===== config.mk =====
export PLATFORM = sky130hd
export DESIGN_NAME = flop_bank_arbiter
export DESIGN_NICKNAME = d
export VERILOG_FILES = /design/src/rtl/flop_arb_pkg.sv /design/src/rtl/flop_en.sv /design/src/rtl/flop_bank_arbiter.sv
export SDC_FILE = /design/constraint.sdc
export NUM_CORES = 1
export LEC_CHECK = 0
export BUFFER_PORTS_ARGS = -buffer_cell sky130_fd_sc_hd__buf_2
export CAP_MARGIN = 10
export CORE_UTILIZATION = 25
export CTS_BUF_LIST = sky130_fd_sc_hd__clkbuf_4
export DETAILED_ROUTE_END_ITERATION = 10
export PLACE_DENSITY_LB_ADDON = 0.12
export SLEW_MARGIN = 15
export SYNTH_ARGS = -nofsm -noshare
export SYNTH_HDL_FRONTEND = slang
export SYNTH_SLANG_ARGS = --single-unit

===== constraint.sdc =====
create_clock -name clk -period 1.75 [get_ports clk]
set_input_delay 0.2625 -clock clk [delete_from_list [all_inputs] [get_ports clk]]
set_output_delay 0.2625 -clock clk [all_outputs]
set_load 0.01 [all_outputs]

===== src/rtl/flop_arb_pkg.sv =====
// Shared widths, FSM state type and write-beat payload for the flop bank arbiter.
package flop_arb_pkg;

  localparam int unsigned NREQ     = 4;
  localparam int unsigned DW       = 8;
  localparam int unsigned NREG     = 4;
  localparam int unsigned AW       = 2;
  localparam int unsigned MAX_LOCK = 8;

  localparam int unsigned RW  = $clog2(NREQ);
  localparam int unsigned LCW = $clog2(MAX_LOCK);

  typedef enum logic [1:0] {
    ST_IDLE   = 2'd0,
    ST_GRANT  = 2'd1,
    ST_LOCKED = 2'd2
  } arb_state_e;

  typedef struct packed {
    logic [AW-1:0] addr;
    logic [DW-1:0] data;
  } wr_beat_t;

endpackage


===== src/rtl/flop_en.sv =====
// Loadable register with asynchronous active-low clear; one per bank entry.
module flop_en #(
  parameter int unsigned W = 8
) (
  input  logic         clk,
  input  logic         rst_n,
  input  logic         en_i,
  input  logic [W-1:0] d_i,
  output logic [W-1:0] q_o
);

  always_ff @(posedge clk or negedge rst_n) begin
    if (!rst_n) begin
      q_o <= '0;
    end else if (en_i) begin
      q_o <= d_i;
    end
  end

endmodule


===== src/rtl/flop_bank_arbiter.sv =====
// Round-robin write arbiter with bounded locking, owning a bank of registers
// exposed through two combinational read ports.
module flop_bank_arbiter
  import flop_arb_pkg::*;
(
  input  logic                 clk,
  input  logic                 rst_n,
  input  logic [NREQ-1:0]      req_i,
  input  logic [NREQ-1:0]      lock_i,
  input  logic [NREQ*AW-1:0]   wr_addr_i,
  input  logic [NREQ*DW-1:0]   wr_data_i,
  output logic [NREQ-1:0]      gnt_o,
  output logic                 busy_o,
  input  logic [AW-1:0]        rd_addr0_i,
  input  logic [AW-1:0]        rd_addr1_i,
  output logic [DW-1:0]        rd_data0_o,
  output logic [DW-1:0]        rd_data1_o
);

  arb_state_e      state_q, state_d;
  logic [RW-1:0]   owner_q, owner_d;
  logic [RW-1:0]   rr_ptr_q, rr_ptr_d;
  logic [LCW-1:0]  lock_cnt_q, lock_cnt_d;
  logic [NREQ-1:0] gnt_q, gnt_d;
  logic            busy_q, busy_d;

  logic            keep;
  logic [RW-1:0]   search_ptr;
  logic [RW:0]     pick;

  wr_beat_t        beat;
  logic            wr_fire;
  logic [DW-1:0]   bank [NREG];

  // First requester at or after ptr, wrapping; returns {found, index}.
  function automatic logic [RW:0] rr_pick(input logic [NREQ-1:0] r,
                                          input logic [RW-1:0]   ptr);
    logic [RW:0]   res;
    logic [RW-1:0] idx;
    res = '0;
    for (int k = 0; k < NREQ; k++) begin
      idx = ptr + RW'(k);
      if (!res[RW] && r[idx]) begin
        res = {1'b1, idx};
      end
    end
    return res;
  endfunction

  // Next-state: hold a locked owner until its beat budget runs out, else re-arbitrate.
  always_comb begin
    state_d    = state_q;
    owner_d    = owner_q;
    rr_ptr_d   = rr_ptr_q;
    lock_cnt_d = lock_cnt_q;
    search_ptr = rr_ptr_q;
    pick       = '0;

    keep = (state_q != ST_IDLE) && req_i[owner_q] && lock_i[owner_q] &&
           (lock_cnt_q < LCW'(MAX_LOCK - 1));

    if (keep) begin
      state_d    = ST_LOCKED;
      lock_cnt_d = lock_cnt_q + LCW'(1);
    end else begin
      if (state_q != ST_IDLE) begin
        search_ptr = owner_q + RW'(1);
        rr_ptr_d   = search_ptr;
        lock_cnt_d = '0;
      end
      pick = rr_pick(req_i, search_ptr);
      if (pick[RW]) begin
        state_d = ST_GRANT;
        owner_d = pick[RW-1:0];
      end else begin
        state_d = ST_IDLE;
      end
    end

    busy_d = (state_d != ST_IDLE);
    gnt_d  = busy_d ? (NREQ'(1) << owner_d) : '0;
  end

  always_ff @(posedge clk or negedge rst_n) begin
    if (!rst_n) begin
      state_q    <= ST_IDLE;
      owner_q    <= '0;
      rr_ptr_q   <= '0;
      lock_cnt_q <= '0;
      gnt_q      <= '0;
      busy_q     <= 1'b0;
    end else begin
      state_q    <= state_d;
      owner_q    <= owner_d;
      rr_ptr_q   <= rr_ptr_d;
      lock_cnt_q <= lock_cnt_d;
      gnt_q      <= gnt_d;
      busy_q     <= busy_d;
    end
  end

  assign gnt_o  = gnt_q;
  assign busy_o = busy_q;

  // Only the current owner can write, so its lanes alone feed the bank.
  assign beat.addr = wr_addr_i[32'(owner_q)*AW +: AW];
  assign beat.data = wr_data_i[32'(owner_q)*DW +: DW];
  assign wr_fire   = |(gnt_q & req_i);

  for (genvar g = 0; g < NREG; g++) begin : g_bank
    flop_en #(.W(DW)) u_reg (
      .clk   (clk),
      .rst_n (rst_n),
      .en_i  (wr_fire && (beat.addr == AW'(g))),
      .d_i   (beat.data),
      .q_o   (bank[g])
    );
  end

  assign rd_data0_o = bank[rd_addr0_i];
  assign rd_data1_o = bank[rd_addr1_i];

endmodule


; After elaboration in Yosys (flattened, before gate mapping)
; Cells that the tools add are included.
[totals]
wordCells = 85
output_inout_bits = 21
ff_bits = 46
[op_classes]
n_addsub = 5
shifts = 3
mux = 35
reduce_logical = 18
n_eq_ne = 3
bitwise_logic = 3
magnitude_cmp = 8
[op_table]
columns = op, count
row1 = $bmux W8 S2, 2
row2 = $mux W8, 4
row3 = $shiftx A32 B6 Y8, 1
row4 = $mux W3, 10
row5 = $lt A2 B3 Y1 const B, 5
row6 = $bmux W1 S2, 6
row7 = $logic_and A1 B1 Y1, 10
row8 = $mux W2, 5
row9 = $shiftx A8 B4 Y2, 1
row10 = $mux W1, 7
row11 = $ge A3 B3 Y1 const B, 2
row12 = $not A2 Y3, 2
row13 = $reduce_bool A2 Y1, 3
row14 = $add A2 B1 Y2 const B, 2
row15 = $add A2 B2 Y2 const B, 2
row16 = $and A4 B4 Y4, 1
row17 = $eq A2 B2 Y1 const B, 2
row18 = $mux W4, 1
row19 = $reduce_or A4 Y1, 1
row20 = $shl A1 B2 Y4 const A, 1
row21 = $add A3 B1 Y3 const B, 1
row22 = $logic_not A1 Y1, 3
row23 = $lt A3 B3 Y1 const B, 1
row24 = $eq A2 B1 Y1 const B, 1
row25 = $logic_not A2 Y1, 1

; Longest topological paths before layout
[logic_depth]
word_depth = 26
mapped_depth = 7

; Cells and area by module
; Synthesis repeated with hierarchy kept, for this count alone.
[hier_totals]
cells_unflattened = 188
area_unflattened_um2 = 2827.7
[modules_own_cells]
columns = module, cells_per_inst, instances, area_per_inst_um2
row1 = flop_bank_arbiter, 120, 1, 1501.4
row2 = flop_en, 17, 4, 331.6

; Worst setup path after synthesis
; Ideal clock, no wire load.
[synth_path]
path_kind = reg2reg
startpoint = register owner_q[0]
endpoint = register g_bank[0].u_reg.q_o[0]
arrival_ns = 1.793
path_stages_with_launch = 5
path_buffers = 1
slack_ns = -0.168
period_less_slack_ns = 1.918
required_time_ns = 1.625
path_cell_list = dfrtp_1 > buf_6 > mux4_2 > a211oi_4 > mux2_2
[synth_between]
elab_chain_cells = 3
elab_cells_between_ends = 4
classes_between = 2 x shift / 2 x reduce/logical
[synth_lines]
columns = element, line_no
row1 = start: declaration, flop_bank_arbiter.sv:21  ; logic [RW-1:0] owner_q, owner_d;
row2 = start signal: assignment, flop_bank_arbiter.sv:94  ; owner_q <= owner_d;
row3 = $shiftx A8 B4 Y2, flop_bank_arbiter.sv:106  ; assign beat.addr = wr_addr_i[32'(owner_q)*AW +: AW];
row4 = $logic_not A2 Y1, flop_bank_arbiter.sv:114  ; .en_i (wr_fire && (beat.addr == AW'(g))),
row5 = $logic_and A1 B1 Y1, flop_bank_arbiter.sv:114
row6 = end signal: assignment, flop_en.sv:16  ; q_o <= d_i;
row7 = end: declaration, flop_en.sv:9  ; output logic [W-1:0] q_o
; Parallel ways exist; a longest one is shown, timed or not.
; A chain may end at the register's enable or synchronous reset.

; Worst setup path after layout
[layout_path]
startpoint = register owner_q[0]
endpoint = register g_bank[0].u_reg.q_o[5]
; Same word-level chain as after synthesis.

==> out/metrics.yaml <==
status:
  status: "complete, but fails checks"
  violations: "setup timing"
logic_synthesis:
  synth_edf_count: 0
  ys_types: 43
  synth_cells: 174
  syn_area_sq_mm: 0.00261
  synth-main-ff-cell: "dfrtp_1"
  syn_area_per_cell_sq_um: 15.0
  synth-seq-cells: 46
  yosysSeqAreaShare_pct: 44.1
  ys_warn_count: 0
  syn_nets: 229
  ys_async_sr_fraction_pct: 100
power_and_ir_drop:
  p_comb_share_pct: 61.0
  pwr-share-seq_pct: 30.7
  ir_drop_uv: 415
  switching_share_pct: 36.7
  switchingPower_mw: 2.33
  p_per_area_mw_per_mm2: 1750
  intPower_mw: 4.01
  p_clk_share_pct: 8.4
  leakage_nw: 1.62
timing:
  tightest_slew_ns: 0.396
  min_period_ns: 1.89
  setup_viol: 35
  skew_ns: 0.0251
  hold_viol_final: 0
  setup_tns_ns: -2.61
  rsz0062_at_grt: "yes"
  min_period_over_period_pct: 108
  post-route-worst-setup-slack_ns: -0.136
  slew_viol_final: 0
  fmax_ghz: 0.530
  max_slew_margin_pct: 73.6
hold_path:
  hp-class: "input pin to flop"
finish:
  fillCellCount: 993
  most-common-layout-cells: "buf_2 (70), dfrtp_1 (44), buf_4 (29), mux2_2 (24), mux4_2 (23)"
  utilization_pct: 36.5
  antennaDiodeCount: 0
  nNetsFinal: 338
  final_common_cell: "buf_2"
  multi_input_area_sq_mm: 0.00151
  area_delta_synth_final_pct: 39.3
  seq_area_sq_mm: 0.00115
  drive_gt1_share_pct: 67.6
global_routing:
  grt_pass1_vias: 2095
  gr-total-overflow: 0
  grt_max_degree: 33
  grt_first_pass_wirelength_mm: 11.3
  antenna_found_initial: 0
  track_usage_pct: 13.7
clock_tree:
  cts_buffer_depth: 2
  cts-root-buf: "clkbuf_4"
  clock_latency_ns: 0.37
  cts_tree: "built"
  htree_num_levels: 2
  clock-sinks: 46
  cts_buffers: 5
  cts.reportedPaths.clkPinSlew_ns: 0.15
routing:
  drtPass1Iterations: 3
  drc_errors: 0
  drt_iter0_drc: 43
  routed_wl_mm: 7.01
  ant_nets: 0
  viasPerCell: 4.67
  vias: 1949
  wl_per_cell_um: 16.8
placement:
  dp_hpwl_mm: 5.03
  io_buffers: 74
  gp_congestion: 0.752
critical_path:
  r2r_slack_ns: -0.14
  end_kind: "flop"
  slowest_delay_ns: 0.55
  cp_max_fo: 8
  cp_slowest_cell: "mux4_2"
  crit_arrival_ns: 2.15
  path_class: "flop to flop"
  path_cells: "buf_6, mux4_2, a211oi_4, buf_12, mux2_2"
  startpoint_type: "flop"
  worst_ep_required_time_ns: 2.01
floorplanning:
  start_util_pct: 26.2
  die_area_sq_mm: 0.0108
  design.core.area_sq_mm: 0.00995
  rows: 36
  die_x_um: 104
  io-pin-count: 75
  die_h_um: 104
flow_run:
  max_cap_violations: 0
[stage by stage]
stage	hold WS [ns]	worst slack [ns]	instances	cell area [sq um]	power, mW
floorplan	-0.0331	-0.168	174	2620	4.10
global placement	0.206	-0.190	401	3340	5.26
detailed placement	0.206	-0.253	401	3340	5.28
CTS	0.279	-0.148	414	3540	6.15
global route	0.268	-0.195	417	3630	6.78
finish	0.294	-0.136	417	3630	6.34
[metal layers]
layer  track usage (%)  routed length, um  vias up
li1                  -                  -      916
met1              17.6               3200      987
met2              23.5               3530       44
met3              2.69                250        2
met4              3.47                 36        0
met5                 0                  0        -
[power groups by stage]
stage	Clock [mW]	Combinational [mW]	Sequential [mW]
after floorplan	0	2.24	1.86
after global placement	0	3.31	1.95
after detailed placement	0	3.33	1.96
after CTS	0.561	3.64	1.95
after global routing	0.607	4.15	2.03
final	0.531	3.87	1.94
[path summary, 6_finish.rpt]
kind                                    start                endpoint  depth (start not counted)
worst min-delay path                lock_i[1]                gnt_o[1]                          4
worst max register to register     owner_q[0]  g_bank[0].u_reg.q_o[5]                          5
worst min register to register  lock_cnt_q[2]           lock_cnt_q[2]                          1
worst max-delay path               owner_q[0]  g_bank[0].u_reg.q_o[5]                          5
min in group asynchronous               rst_n  g_bank[1].u_reg.q_o[5]                          2
max in group asynchronous               rst_n  g_bank[2].u_reg.q_o[2]                          3
[final cells by class]
| type | instances | share of cell area [%] |
|---|---|---|
| multi-input cells | 117 | 41.6 |
| flip-flops and latches | 46 | 31.8 |
| well taps | 133 | 4.58 |
| clock inverters | 3 | 0.586 |
| inverters | 2 | 0.207 |
| repair buffers | 111 | 20.3 |
| clock buffers | 5 | 1.03 |
[what timing repair did]
item,in CTS,in global routing
endpoints found under the hold margin,14,0
endpoints found under the setup margin,38,41
buffers inserted,4,3
gates resized for setup,21,12
hold buffers,1,0
pin swaps,5,2
[cells in the mapped netlist, drive strengths merged, types with 2 or more instances]
library cell	instances	area, sq um
nand2b	2	20.0
a22oi	2	15.0
o32ai	2	17.5
clkbuf	3	11.3
mux2i	3	33.8
mux4	26	597
a31oi	2	12.5
o21ai	4	20.0
nand4b	2	17.5
inv	2	7.51
buf	6	40.0
dfrtp	46	1150
nand2	9	33.8
o22ai	3	18.8
a211oi	3	35.0
a21oi	3	15.0
mux2	33	372
or2	2	12.5
nor2	4	17.5
nor2b	2	12.5
[state kept, by name (all words and copies together), names as in the netlist]
name and cells:
owner_q 2, gnt_o 4, lock_cnt_q 3, state_q 2, g_bank.u_reg.q_o 32, busy_o 1
rr_ptr_q 2
[kinds of logic after synthesis]
family                   after synthesis  synth area share [%]
multiplexers                          62                  38.4
flip-flops                            46                  44.1
AND/OR/NAND/NOR                       28                  7.10
AO/OA/AOI/OAI                         25                  7.25
buffers and inverters                 11                  2.26
XOR/XNOR                               1                 0.336
adder cells (fa/ha/maj)                1                 0.480
[critical path: cells and delay by family (launching register included)]
family	cells	cell delay, ns
multiplexers	2	0.88
flip-flops	1	0.43
buffers and inverters	2	0.28
AO/OA/AOI/OAI	1	0.22
Note: power is estimated with default switching activity, not from simulation.
